### config.mk
export PLATFORM = sky130hd
export DESIGN_NAME = stop_watch_ctrl
export DESIGN_NICKNAME = d
export VERILOG_FILES = /design/src/rtl/stop_watch_ctrl.sv
export SDC_FILE = /design/constraint.sdc
export NUM_CORES = 1
export LEC_CHECK = 0
export ABC_AREA = 1
export BUFFER_PORTS_ARGS = -buffer_cell sky130_fd_sc_hd__buf_4
export CELL_PAD_IN_SITES_DETAIL_PLACEMENT = 1
export CELL_PAD_IN_SITES_GLOBAL_PLACEMENT = 2
export CORE_AREA = 5 5 182 184
export DETAILED_ROUTE_END_ITERATION = 12
export DIE_AREA = 0 0 187 189
export GPL_ROUTABILITY_DRIVEN = 1
export PLACE_DENSITY_LB_ADDON = 0.1
export SLEW_MARGIN = 25
export SYNTH_ARGS = -nofsm -noshare
export SYNTH_HDL_FRONTEND = slang
export SYNTH_SLANG_ARGS = --single-unit
### constraint.sdc
create_clock -name clk -period 2.87 [get_ports clk]
set_input_delay 0.574 -clock clk [delete_from_list [all_inputs] [get_ports clk]]
set_output_delay 0.574 -clock clk [all_outputs]
set_load 0.01 [all_outputs]
### src/rtl/stop_watch_ctrl.sv
// stop_watch_ctrl: key sequencer for the stopwatch datapath.
// Drives run/clear, keeps a small lap buffer and picks the display value.
module stop_watch_ctrl #(
    parameter int          LAP_DEPTH = 4,
    parameter logic [23:0] MAX_NUM   = 24'h995999
) (
    input  logic        clk,
    input  logic        rst,
    input  logic [1:0]  model,
    input  logic        key_ss,
    input  logic        key_lr,
    input  logic        key_rcl,
    input  logic [23:0] sw_num,
    output logic        pause,
    output logic        clear,
    output logic [23:0] disp_num,
    output logic [2:0]  lap_cnt,
    output logic [2:0]  rcl_idx,
    output logic        run_led
);

    typedef enum logic [2:0] {
        IDLE,
        RUN,
        SPLIT,
        STOP,
        RECALL
    } state_t;

    localparam logic [2:0] DEPTH = 3'(LAP_DEPTH);

    state_t      state;
    state_t      ret_state;
    logic [23:0] split_q;
    // Eight slots so a 3-bit index is always in range; only the first
    // LAP_DEPTH are ever written, the rest stay zero.
    logic [23:0] lap [8];

    logic active;
    logic ss;
    logic lr;
    logic rcl;
    logic at_max;

    // Mode gating and key priority: ss over lr over rcl.
    always_comb begin
        active = (model == 2'b10);
        ss     = active & key_ss;
        lr     = active & key_lr & ~key_ss;
        rcl    = active & key_rcl & ~key_ss & ~key_lr;
        at_max = (state == RUN || state == SPLIT) && (sw_num == MAX_NUM);
    end

    // Sequencer, lap buffer and registered outputs.
    always_ff @(posedge clk) begin
        if (rst) begin
            state     <= IDLE;
            ret_state <= IDLE;
            pause     <= 1'b0;
            run_led   <= 1'b0;
            clear     <= 1'b0;
            disp_num  <= '0;
            lap_cnt   <= '0;
            rcl_idx   <= '0;
            split_q   <= '0;
            for (int i = 0; i < 8; i++) lap[i] <= '0;
        end else begin
            clear <= 1'b0;

            case (state)
                SPLIT:   disp_num <= split_q;
                RECALL:  disp_num <= lap[rcl_idx];
                default: disp_num <= sw_num;
            endcase

            if (at_max) begin
                state   <= STOP;
                pause   <= 1'b0;
                run_led <= 1'b0;
            end else begin
                case (state)
                    IDLE: begin
                        if (ss) begin
                            state   <= RUN;
                            pause   <= 1'b1;
                            run_led <= 1'b1;
                        end else if (rcl && lap_cnt != 3'd0) begin
                            state     <= RECALL;
                            ret_state <= IDLE;
                            rcl_idx   <= '0;
                        end
                    end
                    RUN: begin
                        if (ss) begin
                            state   <= STOP;
                            pause   <= 1'b0;
                            run_led <= 1'b0;
                        end else if (lr) begin
                            state   <= SPLIT;
                            split_q <= sw_num;
                            if (lap_cnt < DEPTH) begin
                                lap[lap_cnt] <= sw_num;
                                lap_cnt      <= lap_cnt + 3'd1;
                            end
                        end
                    end
                    SPLIT: begin
                        if (ss) begin
                            state   <= STOP;
                            pause   <= 1'b0;
                            run_led <= 1'b0;
                        end else if (lr) begin
                            state <= RUN;
                        end
                    end
                    STOP: begin
                        if (ss) begin
                            state   <= RUN;
                            pause   <= 1'b1;
                            run_led <= 1'b1;
                        end else if (lr) begin
                            state   <= IDLE;
                            clear   <= 1'b1;
                            lap_cnt <= '0;
                            for (int i = 0; i < 8; i++) lap[i] <= '0;
                        end else if (rcl && lap_cnt != 3'd0) begin
                            state     <= RECALL;
                            ret_state <= STOP;
                            rcl_idx   <= '0;
                        end
                    end
                    RECALL: begin
                        if (ss) begin
                            state   <= ret_state;
                            rcl_idx <= '0;
                        end else if (rcl) begin
                            if (rcl_idx == lap_cnt - 3'd1) begin
                                state   <= ret_state;
                                rcl_idx <= '0;
                            end else begin
                                rcl_idx <= rcl_idx + 3'd1;
                            end
                        end
                    end
                    default: begin
                        state   <= IDLE;
                        pause   <= 1'b0;
                        run_led <= 1'b0;
                    end
                endcase
            end
        end
    end

endmodule

=== Yosys cells after proc, flatten, opt, wreduce, memory -nomap -nowiden ===
Memory sizes are Yosys's and may differ from the RTL's. A register that Yosys moved wholly into a read port is not among the register bits.
Index checks and enable logic that the tools add are counted.

* $mul: 0
* Add/sub/neg operators: 3
* Mux-type cells: 65
* Equality and inequality tests: 26
* Bitwise gates (word level): 19
* Shifts and indexed selects: 0
* Magnitude comparators: 1
* Reductions and logical operators: 19
* Div/mod/pow operators: 0

{| class="wikitable"
|+ Operators with widths
! kind !! number
|-
| 2-to-1 mux 24 bit || 9
|-
| 2-to-1 mux 3 bit || 31
|-
| case mux 24 bit (2 select lines) || 1
|-
| == test 24 bit, second input constant || 1
|-
| OR reduction 24 bit || 1
|-
| 2-to-1 mux 1 bit || 18
|-
| != test 2 bit, second input constant || 8
|-
| != test 4 bit, second input constant || 4
|-
| case mux 3 bit (5 select lines) || 1
|-
| AND reduction 7 bit || 2
|-
| != test 3 bit, second input constant || 4
|-
| case mux 3 bit (2 select lines) || 2
|-
| AND reduction 4 bit || 3
|-
| case mux 3 bit (3 select lines) || 1
|-
| OR 1 bit || 8
|-
| adder 3 x 1 -> 3 bit, second input constant || 2
|-
| AND 1 bit || 6
|-
| == test 3 x 2 -> 1 bit, second input constant || 2
|-
| != test 2 x 1 -> 1 bit, second input constant || 3
|-
| AND reduction 6 bit || 1
|-
| nonzero test 3 bit || 2
|-
| OR reduction 2 bit || 3
|-
| NOT 1 bit || 5
|-
| nonzero test 2 bit || 2
|-
| other kinds (12) || 13
|}

* ROM bits: 0
* Word-level logic and storage cells: 143
* Input bits: 31
* Output and inout port bits: 33
* Register bits after elaboration: 62
* Bits in latches: 0
* Memories kept: 1
* Memory bits (writable): 192

{| class="wikitable"
|+ Memories
! name !! words !! bits a word !! read ports !! clocked after memory_dff !! write ports !! RTL line !! RTL
|-
| lap || 8 || 24 || 1 || 1 || 8 || 37 || <nowiki>logic [23:0] lap [8];</nowiki>
|}

=== Depth between registers and ports, before layout ===
Gate-level depths: netlist (run 1).

* Word-level depth: 11
* Gate-level depth with buffers: 13
* Depth with buffers taken out: 13

=== Worst setup path after synthesis (run 1) ===
Ideal clock, no wire load.

* Path kind: input to register
* Start point: input port model[0]
* End point: memory lap[2][0] (enable)
* Stages on the path: 7
* Setup slack: -0.191 ns
* Required time: 2.462 ns
* Arrival: 2.653 ns
* Path buffers: 0
* Library setup time: 0.408 ns
* Cells stage by stage: inv_1 -> nand3_1 -> nor2_1 -> nand2_1 -> nand2_1 -> inv_1 -> o21ai_1

{| class="wikitable"
|+ RTL lines
! what !! RTL line !! RTL
|-
| from (decl) || 9 || <nowiki>input logic [1:0] model,</nowiki>
|-
| to (decl) || 37 ||
|}

=== Worst setup path in the final report (run 1) ===
* Start point: register state[1]
* End point: register disp_num[23]

* Cells in the longest elaborated chain, start to end: 2
* Elaborated cells between the ends (all ways): 3
* Classes of those cells: 2 x eq/ne; 1 x mux

{| class="wikitable"
|+ Ends and longest elaborated chain
! what !! RTL line !! RTL
|-
| from (decl) || 32 || <nowiki>state_t state;</nowiki>
|-
| from (signal assigned) || 134 || <nowiki>state <= ret_state;</nowiki>
|-
| from (signal assigned) || 138 || <nowiki>state <= ret_state;</nowiki>
|-
| == test 3 bit or == test 3 x 2 -> 1 bit (tied branches) || 70 || <nowiki>case (state)</nowiki>
|-
| case mux 24 bit (2 select lines) (*) || 70 ||
|-
| to (signal assigned) || 71 || <nowiki>SPLIT: disp_num <= split_q;</nowiki>
|-
| to (signal assigned) || 72 || <nowiki>RECALL: disp_num <= lap[rcl_idx];</nowiki>
|-
| to (signal assigned) || 73 || <nowiki>default: disp_num <= sw_num;</nowiki>
|-
| to (decl) || 16 || <nowiki>output logic [23:0] disp_num,</nowiki>
|}

Every way passes the cells marked *; elsewhere a longest branch is shown, timed or not.
A chain may end at the register's enable or synchronous reset.

==> results.md, run 1 <==
- Status: completed
- Worst vdd ir: about 0.57 mV
- Cell variety after synth: 34
- Vias/cell: around 5.0
- Commonest non-fill, non-tap cell in the layout: edfxtp_1
- Max-Cap Viols: 0
- RSZ-0062 raised after global routing: no
- CP Capture Type: register
- Hold-fix buffer count after cts: 0
- Post-DR wirelength/cell: between 15 and 20 um
- PD cells: roughly 650 nW/um2
- Via count: 8348
- Remaining DRCs: 0
- Antenna violations before repair: 0
- Hold path depth: 3
- Post-CTS Setup Inserts: 0
- Post-route cell area: approximately 13000 um2
- Total I/O pin count: between 60 and 70
- Rel. slew slack: 0.4022
- Syn Inst Count: 1094
- Period Utilization, post-route: 0.7961
- WS Path Type: reg2reg
- Final HPWL DP: between 20000 and 25000 um
- H-tree depth: 1
- Worst slew pin tran: around 900 ps
- CTS Root Cell: clkbuf_16
- Grt ovf: 0
- Post-synthesis register bit count: approximately 260
- Num CTS Buffers: 29
- Nets: between 1000 and 1500
- Final Slew Violations: 0
- Hold path endpoint: disp_num[23]$_SDFF_PP0_
- Initial DRC count: around 410
- Total track usage: 0.1796
- Count of final hold-check violations: 0
- Tmin final: around 2300 ps
- TritonCTS Sinks: 255
- Share of the yosys chip area belonging to registers: 0.6302
- CP startpoint kind: register
- Post-Syn Area: 11150 um2
- Layout area overhead: 20.39%
- Reg clk slew, reported paths: 70 ps
- Req. time, crit path: about 3300 ps
- Reg2reg path depth: 6
- Worst R2R Start: state[1]$_SDFFE_PP0P_
- Avg Inst Size Synth: 10.19 um2
- Reported leakage power: about 5.2 nW
- CP arrival: 2710 ps
- Terminus of the critical flop-to-flop path: disp_num[23]$_SDFF_PP0_
- Total area of sequential cells: roughly 7000 um2
- Drt pass-1 iters: 5
- Worst-skew pair later-pin latency: between 500 and 600 ps
- ANT nets after route: 0
- DIE AREA: ~35000 um2
- Crit Path Max Fanout: 20
- Core Rows: 65
- Layout cell share with drive strength beyond 1: 0.1455
- Post-cts resize count: 0
- Yosys warning count: 0
- Hold_sp: sw_num[23]
- Initial Utilization: 0.3570
- Final setup viols: 0
- Ant. Diodes: 0
- Fmax: between 400 and 500 MHz
- Area occupied by multi-input gates: between 3000 and 4000 um2
- Vias in the first global route: ~8500
- Aggregate routed wire length: between 30000 and 40000 um
- Main synth FF type: edfxtp_1
- Layout Skew: between 10 and 15 ps
- First-pass GRT wire length: between 40000 and 50000 um
- Utilization after layout: 0.4298
- R2r setup slk: between 500 and 600 ps
- Fillers: 3561
- Die H: around 190 um
- Number of synthesized flops with an enable pin: between 150 and 200
- Die W: 187 um
- Hold Path Class: in2reg
- TritonCTS clock tree: built
- Fraction of registers with async set/reset: 0
- GPL Wtd Cong: between 0.7 and 0.8
- Most frequent cells in the layout: edfxtp_1 (192), nor2_1 (185), o21ai_0 (132)
- Core region area: about 31000 um2
- Clock Tree Buf Depth: 3
- Largest net degree at the start of global routing: between 70 and 80
- Count of input and output buffers: 63
- Placed inst area: 12470 um2
==> critical path, stage by stage (launching register included) <==
cell	delay, ps
dfxtp_1	440
nor2_1	130
nand2_2	170
clkinv_1	660
buf_4	440
nand3_1	190
a31oi_1	110
==> layer usage <==
metal | GRT usage | wire length, um
met3 | 0.02710 | 1287
met4 | 0.03441 | 524
met1 | 0.2621 | 16060
met5 | 0 | 0
met2 | 0.2877 | 14350
==> flip-flops by register name (all words and copies together) (netlist names), named ones only <==
register	flops
split_q	24
disp_num	24
lap_cnt	3
clear	1
state	3
rcl_idx	3
run_led	1
ret_state	1
lap	192
==> cells in the mapped netlist, types with 3 or more instances <==
master    number  share of area
buf_2         15         0.0067
o22ai_1        8         0.0045
clkbuf_1      39          0.013
nor3_1        78          0.035
dfxtp_1       63           0.11
o21ai_0      132          0.059
edfxtp_1     192           0.52
nor2_1       185          0.062
buf_6         10          0.010
inv_1         68          0.023
nand3_1       34          0.015
buf_4          6         0.0040
nand4_1        5         0.0028
nor3_2        20          0.018
o21ai_1       15         0.0067
nand2_2        3         0.0017
nand2_1       91          0.031
a31oi_1       13         0.0073
ha_1           4         0.0045
inv_2          7         0.0024
o211ai_1      48          0.032
a21oi_1       42          0.019
==> logic make-up (layout without fill, tap and decap cells) <==
logic type | Yosys count | after routing | share of synthesized area
and+or+nand+nor | 422 | 422 | 0.1720
xor gates and xnor gates | 1 | 1 | 0.0007857
other | 1 | 96 | 0.0003363
AOI/OAI and AO/OA | 260 | 260 | 0.1304
adders and majority gates | 4 | 4 | 0.004489
DFF | 255 | 255 | 0.6302
buffers and inverters | 151 | 227 | 0.06172
==> metrics by stage <==
step	instances	power [mW]	setup WS [ps]	TNS (ps)	hold WS, ps
2_1_floorplan	1189	4.789	-190.9	-18330	429.7
3_3_place_gp	1613	5.172	605.9	0	437.7
3_5_place_dp	1613	5.170	508.1	0	446.8
4_1_cts	1667	8.859	579.6	0	302.4
5_1_grt	1667	9.111	455.4	0	310.4
6_report	1667	8.747	585.1	0	321.9
==> how the worst max path moves through the flow <==
stage | startpoint | endpoint | slack [ps] | cells after the start
4_1_cts | state[1]$_SDFFE_PP0P_ | disp_num[23]$_SDFF_PP0_ | 580 | 6
3_3_place_gp | sw_num[15] | lap[1][11]$_SDFFCE_PN0P_ | 610 | 10
6_report | state[1]$_SDFFE_PP0P_ | disp_num[23]$_SDFF_PP0_ | 590 | 6
2_1_floorplan | model[0] | lap[2][0]$_SDFFCE_PN0P_ | -190 | 7
3_5_place_dp | sw_num[15] | lap[1][18]$_SDFFCE_PN0P_ | 510 | 10
5_1_grt | state[1]$_SDFFE_PP0P_ | disp_num[23]$_SDFF_PP0_ | 460 | 6
==> power by group <==
| part | total [mW] | switching, mW | internal [mW] |
|---|---|---|---|
| Sequential | 4.25 | 0.0708 | 4.18 |
| Clock | 3.66 | 1.48 | 2.17 |
| Combinational | 0.838 | 0.569 | 0.270 |
==> cell type report <==
cell class	count	area share
clock buffer	50	0.06898
clock inverter	4	0.001957
inverter	77	0.02172
multi-input combinational	783	0.2839
sequential	255	0.5239
tap	402	0.03747
timing repair buffer	96	0.06208
Note: power is estimated with default switching activity, not from simulation.
==> inputs of run 2 (changes only) <==
--- a/config.mk
+++ b/config.mk
@@ -9,9 +9,9 @@
 export BUFFER_PORTS_ARGS = -buffer_cell sky130_fd_sc_hd__buf_4
 export CELL_PAD_IN_SITES_DETAIL_PLACEMENT = 1
 export CELL_PAD_IN_SITES_GLOBAL_PLACEMENT = 2
-export CORE_AREA = 5 5 182 184
+export CORE_AREA = 5 5 173 175
 export DETAILED_ROUTE_END_ITERATION = 12
-export DIE_AREA = 0 0 187 189
+export DIE_AREA = 0 0 178 180
 export GPL_ROUTABILITY_DRIVEN = 1
 export PLACE_DENSITY_LB_ADDON = 0.1
 export SLEW_MARGIN = 25
==> constraint.sdc (replaced) <==
create_clock -name clk -period 2.2 [get_ports clk]
set_input_delay 0.44 -clock clk [delete_from_list [all_inputs] [get_ports clk]]
set_output_delay 0.44 -clock clk [all_outputs]
set_load 0.01 [all_outputs]
==> results.md, run 2 (synthesis results as in run 1) <==
- Drt pass-1 iters: 5 (unchanged)
- Die H: 180 um (-4.8%)
- Reg2reg path depth: 9 (+3)
- Ant. Diodes: 0 (unchanged)
- Vias/cell: 5.011 (about the same)
- Status: completed
- Final setup viols: 0 (unchanged)
- Worst-skew pair later-pin latency: 560 ps (about the same)
- Placed inst area: 12730 um2 (+2.1%)
- Vias in the first global route: 8693 (+2.1%)
- R2r setup slk: 240 ps (-340 ps)
- RSZ-0062 raised after global routing: no
- Aggregate routed wire length: 31720 um (-1.5%)
- TritonCTS Sinks: 255 (unchanged)
- Final HPWL DP: 21020 um (+0.77%)
- Remaining DRCs: 0 (unchanged)
- DIE AREA: 32040 um2 (-9.3%)
- Placed insts: 1617 (+0.25%)
- Initial DRC count: 490 (+20%)
- Largest net degree at the start of global routing: 52 (-29%)
- Largest regs: lap (192), disp_num (24), split_q (24)
- First-pass GRT wire length: 49580 um (-0.80%)
- Initial Utilization: 0.3938 (+0.03676)
- Die W: 178 um (-4.8%)
- Hold Path Class: in2reg
- Core region area: 28310 um2 (-9.3%)
- Core Rows: 62 (-4.6%)
- Total I/O pin count: 64 (unchanged)
- Antenna violations before repair: 0 (unchanged)
- Fmax: 510.8 MHz (+17%)
- Hold-fix buffer count after cts: 0 (unchanged)
- H-tree depth: 1 (unchanged)
- Period Utilization, post-route: 0.8899 (+0.09377)
- TNS Setup: 0 ps (unchanged)
- Reported leakage power: 5.357 nW (+2.9%)
- Count of final hold-check violations: 0 (unchanged)
- Clock Tree Buf Depth: 3 (unchanged)
- TritonCTS clock tree: built
- Grt ovf: 0 (unchanged)
- GPL Wtd Cong: 0.7605 (+0.36%)
- Terminus of the critical flop-to-flop path: lap[2][17]$_SDFFCE_PN0P_
- Utilization after layout: 0.4852 (+0.05539)
- CP Capture Type: register
- Hold path endpoint: disp_num[23]$_SDFF_PP0_
- Hold path depth: 3 (unchanged)
- Num CTS Buffers: 29 (unchanged)
- Hold Slack: 171.3 ps (-150.6 ps)
- Commonest non-fill, non-tap cell in the layout: edfxtp_1
- Nets: 1299 (+1.7%)
- Final Slew Violations: 0 (unchanged)
- Crit Path Max Fanout: 18 (-10%)
- Post-cts resize count: 0 (unchanged)
- Post-CTS Setup Inserts: 0 (unchanged)
- Count of input and output buffers: 63 (unchanged)
- CP arrival: 2260 ps (-450 ps)
- Post-DR wirelength/cell: 18.98 um (-1.8%)
- Worst R2R Start: state[2]$_SDFFE_PP0P_
- Register with the most flip-flops: lap
- Req. time, crit path: 2500 ps (-790 ps)
- Post-Layout Cell Count: 1671 (+0.24%)
- Total track usage: 0.1974 (+0.01783)
- Layout cell share with drive strength beyond 1: 0.1601 (+0.01461)
- Worst vdd ir: 0.5712 mV (-0.60%)
- CP startpoint kind: register
- Largest register FFs: 192 (unchanged)
- Via count: 8374 (+0.31%)
- Hold_sp: sw_num[23]
- Rel. slew slack: 0.6420 (+0.2399)
- CTS Root Cell: clkbuf_16
- Layout Skew: 7.421 ps (-6.631 ps)
- Tmin final: 1958 ps (-327.1 ps)
- WS Path Type: reg2reg
- Most frequent cells in the layout: edfxtp_1 (192), nor2_1 (185), o21ai_0 (132)
- Max-Cap Viols: 0 (unchanged)
- PD cells: 859.3 nW/um2 (+32%)
- Post-route cell area: 13740 um2 (+2.3%)
- Worst slew pin tran: 534.6 ps (-361.2 ps)
- Layout area overhead: 23.22%
- ANT nets after route: 0 (unchanged)
- Reg clk slew, reported paths: 60 ps (about the same)
run 2: cell count changes in the layout (fill, tap and decap cells not counted), sizes merged:
cell | before | now
buf | 96 | 118
clkinvlp | 1 | 0
clkinv | 3 | 14
clkbuf | 50 | 34
bufinv | 0 | 6
run 2: where the power goes:
group	switching (mW)	total, mW	internal [mW]
combinational	0.746	1.14	0.395
clock	1.99	5.13	3.13
sequential	0.0868	5.54	5.45
total	2.83	11.8	8.98
run 2: routing by layer:
layer,wire (um),up-vias,global-route usage
met5,0,-,0
met4,347,0,0.03125
met3,1460,31,0.02983
met2,14630,153,0.3161
met1,15290,4102,0.2902
li1,-,4088,-
run 2: per-stage QoR:
step	setup WS (ps)	power [mW]
final	242.2	11.81
after global routing	146.3	12.29
after CTS	256.7	11.94
after detailed placement	95.09	6.779
after global placement	109.7	6.765
after floorplan	-165.9	6.250
run 2: layout make-up:
| type | count | area (um2) |
|---|---|---|
| fillers | 3204 | 14580 |
| flip-flops and latches | 255 | 7029 |
| multi-input cells | 783 | 3829 |
| repair buffers | 118 | 1099 |
| clock buffers | 34 | 744.5 |
| well taps | 384 | 480.5 |
| inverters | 77 | 291.5 |
| clock inverters | 20 | 265.3 |
run 2: how the worst max path moves through the flow:
stage | from | end | slack, ps | depth (start not counted)
2_1_floorplan | sw_num[23] | lap[1][0]$_SDFFCE_PN0P_ | -170 | 10
3_3_place_gp | model[0] | lap[3][6]$_SDFFCE_PN0P_ | 110 | 9
3_5_place_dp | model[0] | lap[3][15]$_SDFFCE_PN0P_ | 100 | 9
4_1_cts | state[2]$_SDFFE_PP0P_ | lap[0][22]$_SDFFCE_PN0P_ | 260 | 9
5_1_grt | state[0]$_SDFFE_PP0P_ | lap[2][17]$_SDFFCE_PN0P_ | 150 | 10
6_report | state[2]$_SDFFE_PP0P_ | lap[2][17]$_SDFFCE_PN0P_ | 240 | 9
run 2: critical path: stages, from the launching register on:
cell,delay (ps)
dfxtp_1,380
nor3_2,360
inv_1,90
nand2_1,130
nand3_2,110
nand2_2,110
inv_4,60
nand3_4,100
buf_4,270
nor3_1,90
==> inputs of run 3 (changes only) <==
--- a/config.mk
+++ b/config.mk
@@ -9,9 +9,9 @@
 export BUFFER_PORTS_ARGS = -buffer_cell sky130_fd_sc_hd__buf_4
 export CELL_PAD_IN_SITES_DETAIL_PLACEMENT = 1
 export CELL_PAD_IN_SITES_GLOBAL_PLACEMENT = 2
-export CORE_AREA = 5 5 173 175
+export CORE_AREA = 5 5 182 184
 export DETAILED_ROUTE_END_ITERATION = 12
-export DIE_AREA = 0 0 178 180
+export DIE_AREA = 0 0 187 189
 export GPL_ROUTABILITY_DRIVEN = 1
 export PLACE_DENSITY_LB_ADDON = 0.1
 export SLEW_MARGIN = 25
==> constraint.sdc (replaced) <==
create_clock -name clk -period 1.7 [get_ports clk]
set_input_delay 0.34 -clock clk [delete_from_list [all_inputs] [get_ports clk]]
set_output_delay 0.34 -clock clk [all_outputs]
set_load 0.01 [all_outputs]
==> results.md, run 3 (synthesis results as in run 1) <==
- Commonest non-fill, non-tap cell in the layout: buf_4
- Worst R2R Start: state[2]$_SDFFE_PP0P_
- Vias/cell: 4.892 (-2.4%)
- Clock Tree Buf Depth: 3 (unchanged)
- Largest net degree at the start of global routing: 44 (-15%)
- Status: finished with violations
- Num CTS Buffers: 29 (unchanged)
- Final Slew Violations: 0 (unchanged)
- Aggregate routed wire length: 35040 um (+10%)
- Max-Cap Viols: 0 (unchanged)
- Internal power: 11.65 mW (+30%)
- Reg2reg path depth: 8 (-1)
- Failing checks: setup timing
- Layout Skew: 12.72 ps (+5.301 ps)
- Via count: 8883 (+6.1%)
- WP buf/inv: 3 (unchanged)
- Total I/O pin count: 64 (unchanged)
- Initial Utilization: 0.3570 (-0.03676)
- Critical path, cell by cell: nor3_4, buf_6, nand2_4, nor2_4, nand3_4, o21ai_4, buf_12, buf_12
- Largest regs: lap (192), disp_num (24), split_q (24)
- Worst vdd ir: 0.6889 mV (+21%)
- Sw frac: 0.2439 (+0.004291)
- R2r setup slk: -90 ps (-330 ps)
- Initial DRC count: 351 (-28%)
- Max incr delay on CP: 360 ps (-20 ps)
- Largest register FFs: 192 (unchanged)
- Dominant delay contributor by cell family on the critical path: simple AND/OR/NAND/NOR gates
- First-pass GRT wire length: 53310 um (+7.5%)
- Final HPWL DP: 23370 um (+11%)
- Hold_sp: sw_num[0]
- Die H: 189 um (+5.0%)
- WS Path Type: reg2reg
- DIE AREA: 35340 um2 (+10%)
- Post-DR wirelength/cell: 19.30 um (+1.6%)
- Clock share of power: 0.408 (-0.026)
- Total track usage: 0.1906 (-0.006805)
- Power Total: 15.41 mW (+31%)
- Vias in the first global route: 9201 (+5.8%)
- CP startpoint kind: register
- Core region area: 31230 um2 (+10%)
- Remaining DRCs: 0 (unchanged)
- Hold Path Class: in2reg
- TritonCTS Sinks: 255 (unchanged)
- Final setup viols: 144 (+144)
- Hold path depth: 3 (unchanged)
- GPL Wtd Cong: 0.7695 (+1.2%)
- ANT nets after route: 0 (unchanged)
- Slowest cell on the critical path: dfxtp_4
- Terminus of the critical flop-to-flop path: lap[3][19]$_SDFFCE_PN0P_
- Period Utilization, post-route: 1.051 (+0.1612)
- Register with the most flip-flops: lap
- CP Capture Type: register
- Reported leakage power: 6.137 nW (+15%)
- CP dominant cell by count: buf_12
- Grt ovf: 0 (unchanged)
- Worst setup margin: -86.80 ps (-329.0 ps)
- Reg clk slew, reported paths: 60 ps (about the same)
- Tmin final: 1787 ps (-171.0 ps)
- Count of input and output buffers: 63 (unchanged)
- Die W: 187 um (+5.1%)
- Nets: 1426 (+9.8%)
- Psw: 3.757 mW (+33%)
- Core Rows: 65 (+4.8%)
- Fmax: 559.7 MHz (+9.6%)
- CTS Root Cell: clkbuf_16
- RSZ-0062 raised after global routing: yes
- Drt pass-1 iters: 5 (unchanged)
- PD cells: 1009 nW/um2 (+17%)
- Hold path endpoint: disp_num[0]$_SDFF_PP0_
- Utilization after layout: 0.4889 (+0.003705)
- Req. time, crit path: 1950 ps (-550 ps)
- Logic pwr share: 0.127 (+0.030)
- Total area of sequential cells: 7043 um2 (+0.20%)
- Count of final hold-check violations: 0 (unchanged)
- Crit Path Max Fanout: 14 (-4)
- Antenna violations before repair: 0 (unchanged)
- Worst-skew pair later-pin latency: 550 ps (about the same)
- Area occupied by multi-input gates: 4058 um2 (+6.0%)
- H-tree depth: 1 (unchanged)
- Layout area overhead: 36.94%
- Layout cell share with drive strength beyond 1: 0.2765 (+0.1165)
- Fillers: 3502 (+9.3%)
- Most frequent cells in the layout: buf_4 (194), edfxtp_1 (192), nor2_1 (180)
- CP arrival: 2040 ps (-220 ps)
- TritonCTS clock tree: built
- Sequential share of power: 0.465 (-0.004)
- Ant. Diodes: 0 (unchanged)
## run 3: cell types whose count changed in the layout (fill, tap and decap cells not counted), sizes merged
cell	before	now
buf	118	240
bufinv	6	1
clkinvlp	0	3
inv	77	75
clkbuf	34	49
clkinv	14	8
## run 3: repair_timing
| action | CTS | global route |
|---|---|---|
| hold buffers | 0 | 0 |
| endpoints found under the setup margin | 186 | 218 |
| setup buffers | 13 | 5 |
| resized for setup | 31 | 61 |
| cloned | 3 | 7 |
| pin swaps | 9 | 23 |
## run 3: how the worst max path moves through the flow
stage / start / end / slack (ps) / cells past startpoint
after global placement: sw_num[8] / lap[2][6]$_SDFFCE_PN0P_ / -350 / 12
after CTS: state[1]$_SDFFE_PP0P_ / lap[1][15]$_SDFFCE_PN0P_ / -60 / 8
after global routing: state[2]$_SDFFE_PP0P_ / lap[3][19]$_SDFFCE_PN0P_ / -140 / 8
final: state[2]$_SDFFE_PP0P_ / lap[3][19]$_SDFFCE_PN0P_ / -90 / 8
after floorplan: state[0]$_SDFFE_PP0P_ / lap[3][0]$_SDFFCE_PN0P_ / -320 / 7
after detailed placement: sw_num[8] / lap[2][6]$_SDFFCE_PN0P_ / -390 / 12
## run 3: power by group through the flow
stage / logic (mW) / clock network, mW / registers (mW)
2_1_floorplan: 0.784 / 0 / 7.33
3_3_place_gp: 1.76 / 0 / 7.29
3_5_place_dp: 1.78 / 0 / 7.30
4_1_cts: 1.87 / 6.47 / 7.17
5_1_grt: 2.13 / 6.74 / 7.20
6_report: 1.95 / 6.29 / 7.17
## run 3: worst reg2reg max path, cell delays in order, from the launching register on
cell and delay [ps]:
dfxtp_4 360, nor3_4 200, buf_6 130, nand2_4 50
nor2_4 140, nand3_4 130, o21ai_4 170, buf_12 150
buf_12 160
## run 3: per-layer routing
metal	track usage	up-vias	wire (um)
met2	0.3227	150	16550
met4	0.03185	0	603
met5	0	-	0
met3	0.02710	40	1422
li1	-	4359	-
met1	0.2668	4334	16470
## run 3: layout make-up
type,count,share of cell area
sequential,255,0.4613
clock buffer,44,0.05802
clock inverter,10,0.006146
inverter,77,0.02016
tap,402,0.03294
multi-input combinational,783,0.2658
timing repair buffer,245,0.1557
## run 3: metrics by stage
step           std cells  TNS (ps)  setup slack, ps  hold WS, ps  cell area, um2
2_1_floorplan       1189    -29810           -322.4        429.7           11590
3_3_place_gp        1737    -72220           -349.8        438.6           13710
3_5_place_dp        1737    -78540           -385.1        446.5           13710
4_1_cts             1805     -2592           -63.73        80.09           14930
5_1_grt             1816    -17800           -139.6        111.5           15270
6_report            1816     -5752           -86.80        105.3           15270
